**src/rtl/cva6_mem_tid_alloc.sv**
```systemverilog
// Memory transaction-ID pool for dcache miss/refill traffic: lowest-free allocation,
// retire on final response beat, occupancy count and sticky error on bad frees.
package config_pkg;
    typedef struct packed {
        int unsigned MEM_TID_WIDTH;
        int unsigned DCACHE_MAX_TX;
    } cva6_cfg_t;

    localparam cva6_cfg_t cva6_cfg_empty = '{MEM_TID_WIDTH: 32'd0, DCACHE_MAX_TX: 32'd1};
endpackage

module cva6_mem_tid_alloc
    import config_pkg::*;
#(
    parameter cva6_cfg_t CVA6Cfg = cva6_cfg_empty
) (
    input  logic                     clk_i,
    input  logic                     rst_i,
    cva6_mem_tid_alloc_if.slave      bus
);
    localparam int unsigned NumTx = CVA6Cfg.DCACHE_MAX_TX;
    localparam int unsigned TidW  = CVA6Cfg.MEM_TID_WIDTH;
    localparam int unsigned IdxW  = (TidW > 0) ? TidW : 1;
    localparam logic [TidW:0] NumTxC = (TidW + 1)'(NumTx);

    logic [NumTx-1:0] busy_q, busy_d;
    logic [TidW:0]    cnt_q, cnt_d;
    logic             err_q, err_d;

    logic [IdxW-1:0]  first_free;
    logic [IdxW-1:0]  free_tid;
    logic [NumTx-1:0] gnt_oh, free_oh;
    logic             full, gnt, free_hit, free_ok, free_bad;

    assign full     = (cnt_q == NumTxC);
    assign free_tid = (TidW == 0) ? '0 : bus.free_tid_i;

    // Priority scan from the top so the lowest free index wins; only registered
    // state feeds the grant, so a same-cycle free can never be re-granted.
    always_comb begin
        first_free = '0;
        for (int i = int'(NumTx) - 1; i >= 0; i--) begin
            if (!busy_q[i]) first_free = IdxW'(i);
        end
    end

    always_comb begin
        gnt_oh  = '0;
        free_oh = '0;
        for (int i = 0; i < int'(NumTx); i++) begin
            gnt_oh[i]  = (first_free == IdxW'(i));
            free_oh[i] = (free_tid == IdxW'(i));
        end
    end

    assign gnt      = bus.alloc_req_i & ~full & ~bus.clear_i;
    assign free_hit = |(busy_q & free_oh);
    assign free_ok  = bus.free_valid_i & free_hit;
    assign free_bad = bus.free_valid_i & ~free_hit;

    always_comb begin
        busy_d = busy_q;
        cnt_d  = cnt_q;
        err_d  = err_q | free_bad;
        if (gnt)     busy_d = busy_d | gnt_oh;
        if (free_ok) busy_d = busy_d & ~free_oh;
        unique case ({gnt, free_ok})
            2'b10:   cnt_d = cnt_q + 1'b1;
            2'b01:   cnt_d = cnt_q - 1'b1;
            default: cnt_d = cnt_q;
        endcase
        if (bus.clear_i) begin
            busy_d = '0;
            cnt_d  = '0;
            err_d  = 1'b0;
        end
    end

    always_ff @(posedge clk_i or posedge rst_i) begin
        if (rst_i) begin
            busy_q <= '0;
            cnt_q  <= '0;
            err_q  <= 1'b0;
        end else begin
            busy_q <= busy_d;
            cnt_q  <= cnt_d;
            err_q  <= err_d;
        end
    end

    assign bus.alloc_gnt_o   = gnt;
    assign bus.alloc_tid_o   = full ? '0 : first_free;
    assign bus.outstanding_o = cnt_q;
    assign bus.full_o        = full;
    assign bus.empty_o       = (cnt_q == '0);
    assign bus.err_o         = err_q;

`ifndef SYNTHESIS
    always @(posedge clk_i) begin
        if (!rst_i) begin
            assert (cnt_q <= NumTxC)
                else $error("tid alloc: count exceeds pool size");
            assert (!(gnt && |(busy_q & gnt_oh)))
                else $error("tid alloc: granted a busy TID");
        end
    end
`endif
endmodule

```
**src/rtl/cva6_mem_tid_alloc_if.sv**
```systemverilog
// Handshake bundle between the dcache miss path, the response path and the TID allocator.
// Signal suffixes are from the allocator's point of view (slave modport).
interface cva6_mem_tid_alloc_if #(
    parameter int unsigned TID_W = 0
);
    // A zero-width TID still needs a 1-bit carrier, which is tied to 0.
    localparam int unsigned IdxW = (TID_W > 0) ? TID_W : 1;

    logic            clear_i;
    logic            alloc_req_i;
    logic            alloc_gnt_o;
    logic [IdxW-1:0] alloc_tid_o;
    logic            free_valid_i;
    logic [IdxW-1:0] free_tid_i;
    logic [TID_W:0]  outstanding_o;
    logic            full_o;
    logic            empty_o;
    logic            err_o;

    modport slave (
        input  clear_i, alloc_req_i, free_valid_i, free_tid_i,
        output alloc_gnt_o, alloc_tid_o, outstanding_o, full_o, empty_o, err_o
    );

    modport master (
        output clear_i, alloc_req_i, free_valid_i, free_tid_i,
        input  alloc_gnt_o, alloc_tid_o, outstanding_o, full_o, empty_o, err_o
    );
endinterface

```
**src/flat_wrapper.sv**
```systemverilog
// flat-port wrapper written by rule: the top's interface ports become plain ports
module cva6_mem_tid_alloc_flat import config_pkg::*;
#(
    parameter cva6_cfg_t CVA6Cfg = cva6_cfg_empty
)
  (clk_i, rst_i, bus_clear_i, bus_alloc_req_i, bus_free_valid_i, bus_free_tid_i, bus_alloc_gnt_o, bus_alloc_tid_o, bus_outstanding_o, bus_full_o, bus_empty_o, bus_err_o);
  cva6_mem_tid_alloc_if #(.TID_W(2)) bus_i ();
  input  logic clk_i;
  input  logic rst_i;
  input wire logic [$bits(bus_i.clear_i)-1:0] bus_clear_i;
  input wire logic [$bits(bus_i.alloc_req_i)-1:0] bus_alloc_req_i;
  input wire logic [$bits(bus_i.free_valid_i)-1:0] bus_free_valid_i;
  input wire logic [$bits(bus_i.free_tid_i)-1:0] bus_free_tid_i;
  output wire logic [$bits(bus_i.alloc_gnt_o)-1:0] bus_alloc_gnt_o;
  output wire logic [$bits(bus_i.alloc_tid_o)-1:0] bus_alloc_tid_o;
  output wire logic [$bits(bus_i.outstanding_o)-1:0] bus_outstanding_o;
  output wire logic [$bits(bus_i.full_o)-1:0] bus_full_o;
  output wire logic [$bits(bus_i.empty_o)-1:0] bus_empty_o;
  output wire logic [$bits(bus_i.err_o)-1:0] bus_err_o;
  assign bus_i.clear_i = bus_clear_i;
  assign bus_i.alloc_req_i = bus_alloc_req_i;
  assign bus_i.free_valid_i = bus_free_valid_i;
  assign bus_i.free_tid_i = bus_free_tid_i;
  assign bus_alloc_gnt_o = bus_i.alloc_gnt_o;
  assign bus_alloc_tid_o = bus_i.alloc_tid_o;
  assign bus_outstanding_o = bus_i.outstanding_o;
  assign bus_full_o = bus_i.full_o;
  assign bus_empty_o = bus_i.empty_o;
  assign bus_err_o = bus_i.err_o;
  cva6_mem_tid_alloc #(.CVA6Cfg(CVA6Cfg)) u_core (.clk_i(clk_i), .rst_i(rst_i), .bus(bus_i));
endmodule
```
**config.mk**
```make
export PLATFORM = sky130hd
export DESIGN_NAME = cva6_mem_tid_alloc_flat
export DESIGN_NICKNAME = d
export VERILOG_FILES = /design/src/rtl/cva6_mem_tid_alloc.sv /design/src/rtl/cva6_mem_tid_alloc_if.sv /design/src/flat_wrapper.sv
export SDC_FILE = /design/constraint.sdc
export NUM_CORES = 1
export LEC_CHECK = 0
export CAP_MARGIN = 10
export CORE_AREA = 2 2 39 41
export DETAILED_ROUTE_END_ITERATION = 10
export DIE_AREA = 0 0 41 43
export GPL_TIMING_DRIVEN = 0
export PLACE_DENSITY_LB_ADDON = 0.3
export SLEW_MARGIN = 20
export SYNTH_ARGS = -nofsm -noshare
export SYNTH_HDL_FRONTEND = slang
export SYNTH_SLANG_ARGS = --single-unit
```
**constraint.sdc**
```tcl
create_clock -name clk_i -period 1.57 [get_ports clk_i]
set_clock_uncertainty 0.05 [all_clocks]
set_input_delay 0.314 -clock clk_i [delete_from_list [all_inputs] [get_ports clk_i]]
set_output_delay 0.314 -clock clk_i [all_outputs]
set_load 0.02 [all_outputs]
```
==> summary.txt <==
CTS tree = yes
Die height = 43 µm
DR vias/cell = 3.19
Setup TNS = 0 ns
WL/cell = 7.13 µm
CP required = 1.21 ns
Fill count = 154
Hold WS = 0.200 ns
Pin count of the biggest net entering global routing = 8
RSZ-0062 raised after global routing = false
Total number of vias = 169
Reg-to-reg slack, setup = 0.48 ns
Crit path DAT = 1.16 ns
Boundary Pins = 16
Worst IR Drop VDD = 0.000460 V
First DRT Iteration DRCs = 3
Worst r2r src = u_core.bus.full_o
Most frequent cells in the layout = 6 x buf_4, 4 x conb_1, 4 x clkdlybuf4s50_1
Synth Warn # = 0
Worst Setup End Kind = primary output
CTS max path bufs = 2
CP endpoint = bus_err_o
Most common cell after layout, fill and taps aside = buf_4
CTS buffer count = 3
Initial Util = 13.7%
Bufs and invs on worst path = 1
Placed cells = 49
Final max-slew violation count = 0
CTS root buf = clkbuf_4
Drt drc = 0
Final Cycle Share = 97.1%
Static Leakage = 0.185 nW
Max cap viols = 0
Final antenna-violating net count = 0
Crit-path leading delay family = buffers and inverters
# port buffers = 9
Critical path's slowest cell = clkdlybuf4s50_1
Synth Register Bits = 3
Final Total Pwr = 0.300 mW
First-pass DRT Iterations = 4
CTS Sinks = 3
Share of layout cells above drive strength 1 = 29.7%
Crit path depth = 1
Total GRT Usage = 5.92%
# rows = 14
CTS Hold Bufs = 0
Setup Buffers After CTS = 0
Full die area = 0.00176 mm²
Diodes inserted = 0
R2r endpoint = u_core.busy_q
Die Wd = 41 µm
Core area = 0.00138 mm²
Status = finished clean
Hold Fails Final Rpt = 0
Area Growth Syn to Fin = 79.5%
Grt total ovfl = 0
Area of the multi-input gates = 81.3 µm²
Synthesized cell area = 189 µm²
Clk slew on worst S/H paths = 0.04 ns
Register area share after synthesis = 39.7%
Nets@finish = 45
Seq. cell area = 76.3 µm²
Fin cells = 53
Top achievable clock speed = 656 MHz
H-Tree Depth = 1
Vias in the first global route = 159
CP Launch Type = flop
Cells along the critical path = clkdlybuf4s50_1
Post-synthesis average cell area = 9.00 µm²
Setup-failing EPs final = 0
Crit Path Category = reg2out
Synthesized netlist cell count = 21
Pwr Density = 886 mW/mm²
CP startpoint = u_core.bus.err_o
Initial antenna violation count = 0
CP Max Fanout = 2
Hold Crit Class = in2async
Worst R2R Path Depth = 2
CP peak stage delay = 0.60 ns
First-pass GRT wire length = 648 µm
Synth cell types = 11
Placer Congestion = 0.614
Clock latency on the worst-skew pair = 0.23 ns
Final WL = 378 µm
Minimum clock period after layout = 1.52 ns
## registers in the layout, indices dropped and copies added, names as in the netlist
name,flops
u_core.busy_q,1
u_core.bus.full_o,1
u_core.bus.err_o,1
## cells by family (layout without fill, tap and decap cells)
family | Yosys count | count (layout) | synth area share [%]
other | 1 | 4 | 1.98
DFF | 3 | 3 | 39.7
buffers and inverters | 8 | 21 | 25.8
and+or+nand+nor | 5 | 5 | 17.9
AOI/OAI and AO/OA | 4 | 4 | 14.6
## Yosys cell counts
cell	n	area share, %
a21oi_1	2	5.3
inv_1	3	6.0
nand2b_1	2	6.6
o211a_1	1	5.3
nor3b_1	1	4.0
nor3_1	1	2.6
or3b_1	1	4.6
a211oi_1	1	4.0
conb_1	1	2.0
buf_4	5	20
dfrtp_1	3	40
## worst min path at each step
stage / start / to / depth (start not counted)
final: rst_i / u_core.busy_q / 2
after global routing: rst_i / u_core.busy_q / 2
after CTS: rst_i / u_core.busy_q / 2
after detailed placement: rst_i / u_core.busy_q / 2
after global placement: rst_i / u_core.busy_q / 2
after floorplan: rst_i / u_core.bus.err_o / 1
## per-stage QoR
step	instance area (µm²)	worst slack, ns	utilization (%)
2_1_floorplan	200	0.148	-
3_3_place_gp	310	-0.445	22.4
3_5_place_dp	310	-0.426	22.4
4_1_cts	329	0.00275	23.8
5_1_grt	339	0.00753	24.5
6_report	339	0.0461	24.5
## repair_timing
action                                  4_1_cts  5_1_grt
pin swaps                                     0        0
endpoints found under the setup margin        4        1
resized for setup                             9        3
## metal layers
metal  wire length (µm)  vias to the layer above  track usage (%)
met1                165                       72             6.73
met2                180                        6             7.19
met5                  0                        -                0
met4                  0                        0                0
met3                 33                        0             7.85
li1                   -                       91                -
## power by group
part	switching, mW	internal [mW]
registers	0.00747	0.0845
logic	0.0367	0.0374
clock network	0.0391	0.0952
total	0.0833	0.217
## worst register-to-register path, stage by stage, from the launching register on
cell,delay (ns)
dfrtp_2,0.44
or3b_1,0.38
a21oi_1,0.15
## layout make-up
cell class                      instances  share of cell area, %
Inverter                                3                   3.32
Tap cell                               16                   5.90
Clock buffer                            4                   7.75
Multi-Input combinational cell         13                   24.0
Sequential cell                         3                   22.5
Timing Repair Buffer                    9                   25.5
Buffer                                  5                   11.1
Power figures use the tool's default switching activity.
